$ cat config.mk
export PLATFORM = sky130hd
export DESIGN_NAME = motor_encoder_decoder
export DESIGN_NICKNAME = d
export VERILOG_FILES = /design/src/rtl/motor_encoder_decoder.sv
export SDC_FILE = /design/constraint.sdc
export NUM_CORES = 1
export LEC_CHECK = 0
export BUFFER_PORTS_ARGS = -buffer_cell sky130_fd_sc_hd__buf_4
export CORE_MARGIN = 5
export CORE_UTILIZATION = 44
export CTS_CLUSTER_DIAMETER = 60
export DETAILED_ROUTE_END_ITERATION = 8
export PLACE_DENSITY = 0.72
export SYNTH_ARGS = -nofsm -noshare
export SYNTH_HDL_FRONTEND = slang
export SYNTH_SLANG_ARGS = --single-unit
$ cat constraint.sdc
create_clock -name clk -period 4.2 [get_ports clk]
set_clock_uncertainty 0.1 [all_clocks]
set_input_delay 0.21 -clock clk [delete_from_list [all_inputs] [get_ports clk]]
set_output_delay 0.21 -clock clk [all_outputs]
set_load 0.03 [all_outputs]
$ cat src/rtl/motor_encoder_decoder.sv
// Quadrature encoder receiver: synchronizes and glitch-filters A/B, decodes 4x
// into a signed position, and reports direction, running status and edge period.
module motor_encoder_decoder #(
  parameter int SYNC_STAGES  = 2,
  parameter int FILTER_LEN   = 4,
  parameter int POS_WIDTH    = 32,
  parameter int PER_WIDTH    = 32,
  parameter int STALL_CYCLES = 1000000
) (
  input  logic                        clk,
  input  logic                        reset,
  input  logic                        enc_a,
  input  logic                        enc_b,
  input  logic                        clear_pos,
  input  logic                        error_clr,
  output logic signed [POS_WIDTH-1:0] position,
  output logic                        motor_dir,
  output logic                        motor_is_running,
  output logic [PER_WIDTH-1:0]        edge_period,
  output logic                        period_valid,
  output logic                        quad_error
);

  localparam int FW = (FILTER_LEN > 1) ? $clog2(FILTER_LEN) : 1;
  localparam int IW = $clog2(STALL_CYCLES + 1);
  localparam logic [FW-1:0] RUN_LAST = FW'(FILTER_LEN - 1);
  localparam logic [IW-1:0] IDLE_MAX = IW'(STALL_CYCLES);
  localparam logic [IW-1:0] IDLE_LAST = IW'(STALL_CYCLES - 1);
  localparam logic [PER_WIDTH-1:0] PER_MAX = '1;
  localparam logic signed [POS_WIDTH-1:0] POS_ONE = 1;

  typedef enum logic {ST_UNPRIMED, ST_PRIMED} state_t;

  state_t                  state;
  logic [SYNC_STAGES-1:0]  sync_a;
  logic [SYNC_STAGES-1:0]  sync_b;
  logic [SYNC_STAGES-1:0]  sync_vld;
  logic [1:0]              sync_ab;
  logic [1:0]              acc_ab;
  logic [1:0]              prev_ab;
  logic [FW-1:0]           run_cnt [2];
  logic [FW-1:0]           prime_cnt;
  logic [IW-1:0]           idle_cnt;
  logic [PER_WIDTH-1:0]    per_cnt;
  logic                    stable;
  logic                    step;
  logic                    step_cw;
  logic                    illegal;

  // sync_vld marks when the chain holds only post-reset samples of the pins
  always_ff @(posedge clk or negedge reset) begin
    if (!reset) begin
      sync_a   <= '0;
      sync_b   <= '0;
      sync_vld <= '0;
    end else begin
      sync_a   <= {sync_a[SYNC_STAGES-2:0], enc_a};
      sync_b   <= {sync_b[SYNC_STAGES-2:0], enc_b};
      sync_vld <= {sync_vld[SYNC_STAGES-2:0], 1'b1};
    end
  end

  always_comb begin
    sync_ab = {sync_a[SYNC_STAGES-1], sync_b[SYNC_STAGES-1]};
    stable  = sync_vld[SYNC_STAGES-1] && (&sync_a || ~|sync_a) && (&sync_b || ~|sync_b);
    step    = 1'b0;
    illegal = 1'b0;
    if (state == ST_PRIMED) begin
      step    = ((acc_ab ^ prev_ab) == 2'b01) || ((acc_ab ^ prev_ab) == 2'b10);
      illegal = (acc_ab ^ prev_ab) == 2'b11;
    end
    // Along 00->01->11->10->00 the new B always differs from the old A
    step_cw = prev_ab[1] ^ acc_ab[0];
  end

  // Priming FSM and per-channel glitch filters
  always_ff @(posedge clk or negedge reset) begin
    if (!reset) begin
      state      <= ST_UNPRIMED;
      prime_cnt  <= '0;
      acc_ab     <= '0;
      prev_ab    <= '0;
      run_cnt[0] <= '0;
      run_cnt[1] <= '0;
    end else begin
      case (state)
        ST_UNPRIMED: begin
          if (!stable) begin
            prime_cnt <= '0;
          end else if (prime_cnt == RUN_LAST) begin
            acc_ab    <= sync_ab;
            prev_ab   <= sync_ab;
            prime_cnt <= '0;
            state     <= ST_PRIMED;
          end else begin
            prime_cnt <= prime_cnt + FW'(1);
          end
        end
        ST_PRIMED: begin
          prev_ab <= acc_ab;
          for (int i = 0; i < 2; i++) begin
            if (sync_ab[i] == acc_ab[i]) begin
              run_cnt[i] <= '0;
            end else if (run_cnt[i] == RUN_LAST) begin
              acc_ab[i]  <= sync_ab[i];
              run_cnt[i] <= '0;
            end else begin
              run_cnt[i] <= run_cnt[i] + FW'(1);
            end
          end
        end
        default: state <= ST_UNPRIMED;
      endcase
    end
  end

  always_ff @(posedge clk or negedge reset) begin
    if (!reset) begin
      position         <= '0;
      motor_dir        <= 1'b1;
      motor_is_running <= 1'b0;
      edge_period      <= '0;
      period_valid     <= 1'b0;
      quad_error       <= 1'b0;
      idle_cnt         <= '0;
      per_cnt          <= '0;
    end else begin
      if (clear_pos) begin
        position <= '0;
      end else if (step) begin
        position <= step_cw ? (position + POS_ONE) : (position - POS_ONE);
      end

      if (illegal) begin
        quad_error <= 1'b1;
      end else if (error_clr) begin
        quad_error <= 1'b0;
      end

      period_valid <= step && motor_is_running;
      if (step) begin
        motor_dir        <= step_cw;
        motor_is_running <= 1'b1;
        idle_cnt         <= '0;
        per_cnt          <= '0;
        // Only an edge that follows another edge yields a meaningful period
        if (motor_is_running) begin
          edge_period <= (per_cnt == PER_MAX) ? PER_MAX : (per_cnt + PER_WIDTH'(1));
        end
      end else begin
        if (idle_cnt != IDLE_MAX) begin
          idle_cnt <= idle_cnt + IW'(1);
        end
        if (idle_cnt == IDLE_LAST) begin
          motor_is_running <= 1'b0;
        end
        if (per_cnt != PER_MAX) begin
          per_cnt <= per_cnt + PER_WIDTH'(1);
        end
      end
    end
  end

endmodule
# Word level (Yosys, flattened, before mapping)
# Index checks and enable logic that the tools add are counted.
[classes]
add_sub_neg = 7
eq_ne = 18
mux = 31
bitwise_logic = 3
reduce_logical = 21
[ops]
columns = ["operator", "count"]
rows = [
  ["32-bit 2-to-1 mux", 6],
  ["20-bit 2-to-1 mux", 2],
  ["32-bit by 1-bit adder with 32-bit output (second input constant)", 1],
  ["32-bit by 2-bit adder with 32-bit output (second input constant)", 1],
  ["32-bit equality test (second input constant)", 1],
  ["32-bit != test (second input constant)", 1],
  ["32-bit by 2-bit subtractor with 32-bit output (second input constant)", 1],
  ["20-bit by 1-bit adder with 20-bit output (second input constant)", 1],
  ["20-bit equality test (second input constant)", 1],
  ["20-bit != test (second input constant)", 1],
  ["2-bit 2-to-1 mux", 8],
  ["1-bit 2-to-1 mux", 13],
  ["2-bit equality test (second input constant)", 5],
  ["2-bit nonzero test", 5],
  ["2-bit != test (second input constant)", 4],
  ["2-bit one-hot mux with 2 select lines", 2],
  ["2-bit AND reduction", 4],
  ["4-bit AND reduction", 2],
  ["2-bit by 1-bit adder with 2-bit output (second input constant)", 3],
  ["2-bit by 1-bit != test with 1-bit output (second input constant)", 2],
  ["2-bit OR reduction", 2],
  ["1-bit logical AND", 3],
  ["1-bit logical OR", 3],
  ["1-bit equality test", 2],
  ["other kinds (5)", 6],
]
[word_totals]
reg_bits = 137
input_bits = 6
out_inout_bits = 68
word_cells = 98

# Longest topological paths before layout
[depth]
depth_word = 7
mapped_depth = 12
mapped_depth_nobuf = 9

# Worst setup path after synthesis
# No wires, ideal clock.
[synth_timing]
path_type = "reg-to-reg"
start = "register acc_ab[0]"
end = "register position[22]"
t_arrival_ns = 3.015
required_ns = 3.972
slack_ns = 0.957
stages_incl_launch_ff = 12
path_buffers = 3
synth_period_minus_slack_ns = 3.243
cell_sequence = "dfrtp_1 xor2_4 buf_2 buf_2 buf_2 xnor2_1 ha_1 and3_1 o211ai_1 or3_1 a21oi_1 mux2_1"
[synth_between]
elab_chain_len = 5
[synth_rtl]
columns = ["item", "line", "text"]
rows = [
  ["start: declaration", "39", "logic [1:0] acc_ab;"],
  ["start signal: assignment", "91", "acc_ab <= sync_ab;"],
  ["start signal: indexed assignment", "105", "acc_ab[i] <= sync_ab[i];"],
  ["2-bit XOR", "69", "step = ((acc_ab ^ prev_ab) == 2'b01) || ((acc_ab ^ prev_ab) == 2'b10);"],
  ["2-bit by 1-bit equality test with 1-bit output / 2-bit equality test (equally long branches)", "69", ""],
  ["1-bit logical OR", "69", ""],
  ["1-bit 2-to-1 mux", "68", "if (state == ST_PRIMED) begin"],
  ["2-bit nonzero test (no line)", "n/a", ""],
  ["end signal: assignment", "131", "position <= step_cw ? (position + POS_ONE) : (position - POS_ONE);"],
  ["end: declaration", "16", "output logic signed [POS_WIDTH-1:0] position,"],
]
# Parallel ways exist; a longest one is shown, timed or not. The select of a mux whose other input is x is not followed.
# A chain may end at the register's enable or synchronous reset.

# Worst setup path in the final report
# Ends and elaborated chain as after synthesis.

==> impl_metrics.py <==
metrics = {
    "power": {
        "leakage_nw": 4.22,
        "peakVddDrop_mv": 0.310,
        "p_per_area_nw_per_um2": 422,
    },
    "sta": {
        "rsz0062_at_grt": "false",
        "fmax_mhz": 330,
        "slew_headroom_pct": 49.6,
        "fin_hold_ws_ns": 0.115,
        "slew_violations": 0,
        "period_share_pct": 72.1,
        "setup_violations": 0,
        "tns_ns": 0,
        "finalHoldViolCount": 0,
        "tightest_slew_ns": 0.757,
        "period_needed_ns": 3.03,
    },
    "floorplanning": {
        "die_area_um2": 20600,
        "start_util_pct": 45.1,
        "coreArea_um2": 17400,
        "die_y_um": 144,
        "num_rows": 48,
        "die_width_um": 144,
        "ioPinCount": 74,
    },
    "yosys": {
        "synthTopCellsByCount": "dfrtp_1, nor2_1, nand2_1",
        "synth_cell_types": 68,
        "synth_area_um2": 7860,
        "yosysWarnings": 0,
        "synth_seq_cells": 137,
        "synth_edf_count": 0,
        "syn_nets": 911,
        "syn_inst": 895,
        "avgSynthCellArea_um2": 8.78,
        "synth_top_area_share_pct": 43.3,
        "synth_flop_cell": "dfrtp_1",
        "synth_top_area_cell": "dfrtp_1",
        "ys_async_sr_fraction_pct": 100,
        "yosysSeqAreaShare_pct": 43.6,
        "yosys-top-cells-area": "dfrtp_1, nor2_1, nand2_1, o21ai_0, xor2_1",
    },
    "layout": {
        "areaGrowthSynthToFinish_pct": 16.1,
        "antennaDiodeCount": 0,
        "fin_nets": 956,
        "multi_input_area_um2": 4150,
        "fill_cells": 1632,
        "layout-drive-gt1-share_pct": 15.0,
        "seq_area_um2": 3430,
    },
    "hold_path": {
        "min_to": "position[5]",
        "hold-path-cell-count": 2,
        "hp-start": "clear_pos",
        "hold_class": "primary input to register",
    },
    "critical_path": {
        "slowest_stage": "dfrtp_1",
        "reg2reg_depth": 7,
        "r2r_slack_ns": 1.17,
        "crit_required_ns": 4.41,
        "startpoint_type": "register",
        "path_cells": "xor2_4, buf_4, mux2i_1, o211ai_1, or3_1, a21oi_1, mux2_1",
        "path_class": "register to register",
        "path_max_fanout": 52,
        "worst_setup_path_end_kind": "register",
        "critPathMaxStageDelay_ns": 0.52,
        "crit-reg2reg-launch": "acc_ab[0]",
        "rr_endpoint": "position[22]",
        "arrival_ns": 3.24,
    },
    "clock_tree": {
        "cts_buffers": 17,
        "htree_levels": 4,
        "cts_tree": "done",
        "clk_pin_slew_ns": 0.07,
        "post_cts_resized": 0,
        "root_buffer": "clkbuf_16",
        "cts_buffer_depth": 2,
        "insertion_delay_ns": 0.43,
        "clock-sinks": 137,
    },
    "place": {
        "place_congestion": 1.00,
        "io_buffers": 73,
        "dpl.hpwl_um": 13200,
    },
    "routing": {
        "routed_wl_um": 19200,
        "avgRoutedWirePerCell_um": 16.4,
        "drc": 0,
        "drtIter0Drc": 502,
        "ant_nets": 0,
        "dr.pass1.iters": 4,
        "avgViaCountPerCell": 5.71,
        "vias": 6726,
    },
    "global_route": {
        "grt_pass1_wl_um": 32700,
        "grt_use_total_pct": 19.4,
        "grt_overflow": 0,
        "grt_max_degree": 83,
        "antenna_found_initial": 0,
        "grt_pass1_vias": 6554,
    },
    "job": {
        "cap_violations": 0,
    },
    "status": {
        "status": "complete, no violations",
    },
}
## logic make-up (layout without fill, tap and decap cells)
| group | Yosys count | in the layout | share of synthesized area, % |
|---|---|---|---|
| AO/OA/AOI/OAI | 146 | 146 | 11.6 |
| AND/OR/NAND/NOR | 435 | 435 | 27.9 |
| buffers and inverters | 71 | 128 | 3.58 |
| flip-flops | 137 | 137 | 43.6 |
| other | 1 | 1 | 0.0477 |
| XOR/XNOR | 57 | 57 | 6.59 |
| multiplexers | 38 | 38 | 5.11 |
| adder cells (fa/ha/maj) | 10 | 10 | 1.59 |
## power breakdown
group | switching [mW] | total, mW | internal [mW]
sequential | 0.109 | 1.51 | 1.40
combinational | 0.550 | 0.880 | 0.330
clock | 0.667 | 1.46 | 0.793
total | 1.33 | 3.85 | 2.53
## through the flow
stage               area (µm²)  cells  setup slack (ns)  utilization [%]  power, mW
global placement          8520   1142              1.30             48.9       2.38
detailed placement        8520   1142              1.20             48.9       2.40
floorplan                 7860    895             0.957                -       2.20
finish                    9130   1177              1.17             52.4       3.85
CTS                       9130   1177              1.19             52.4       3.88
global route              9130   1177             0.894             52.4       4.07
## area by class of cell
type,count,area share [%]
Clock inverter,14,1.56
Multi-Input combinational cell,687,45.5
Inverter,12,0.493
Sequential cell,137,37.6
Clock buffer,17,4.66
Tap cell,225,3.08
Timing Repair Buffer,85,7.14
## worst max-delay path by stage
stage	startpoint	to	slack [ns]	cells past startpoint
after floorplan	acc_ab[0]	position[22]	0.96	11
after global placement	acc_ab[0]	position[22]	1.30	7
after detailed placement	acc_ab[0]	position[22]	1.20	7
after CTS	acc_ab[0]	position[22]	1.19	7
after global routing	acc_ab[0]	position[22]	0.89	7
final	acc_ab[0]	position[22]	1.17	7
## critical path, delay by kind of cell, from the launching register on
kind | cells | cell delay [ns]
simple gates | 1 | 0.36
compound gates | 2 | 0.41
xor+xnor | 1 | 0.21
buf+inv | 1 | 0.52
mux | 2 | 0.78
flops | 1 | 0.52
## state kept, by name, summed over array words and instances (netlist names), 2 cells and up
name	cells
edge_period	32
per_cnt	32
position	32
idle_cnt	20
run_cnt	4
acc_ab	2
prev_ab	2
prime_cnt	2
sync_a	2
sync_b	2
sync_vld	2
## what timing repair did
action / in CTS / in global routing
hold buffers: 4 / 0
endpoints found under the hold margin: 82 / 0
buffers inserted: 0 / 0
## metal layers
layer  routed length (µm)  up-vias  GRT usage (%)
met5                    0        -              0
met4                  248        0           6.05
met3                 1020       24           4.39
met2                 9260      181           30.9
met1                 8720     3239           26.5
li1                     -     3282              -
## cell usage in the layout (no fill, tap or decap), types with 4 or more instances in the layout
master and count:
a211oi_1 6, a21o_1 4, a21oi_1 31, a31oi_1 12, and2_1 4, and3_1 16, and4_1 8, buf_4 80
clkbuf_16 17, dfrtp_1 136, dlygate4sd3_1 4, ha_1 10, inv_1 10, inv_6 5, inv_8 8, mux2_1 4
mux2_2 10, mux2i_1 23, nand2_1 84, nand3_1 37, nand4_1 36, nor2_1 136, nor2b_1 13, nor3_1 30
nor4_1 14, nor4b_1 6, o21a_1 5, o21ai_0 55, or3_1 14, or4_1 17, xnor2_1 27, xor2_1 29
No activity file was read; power rests on OpenSTA's default activity.
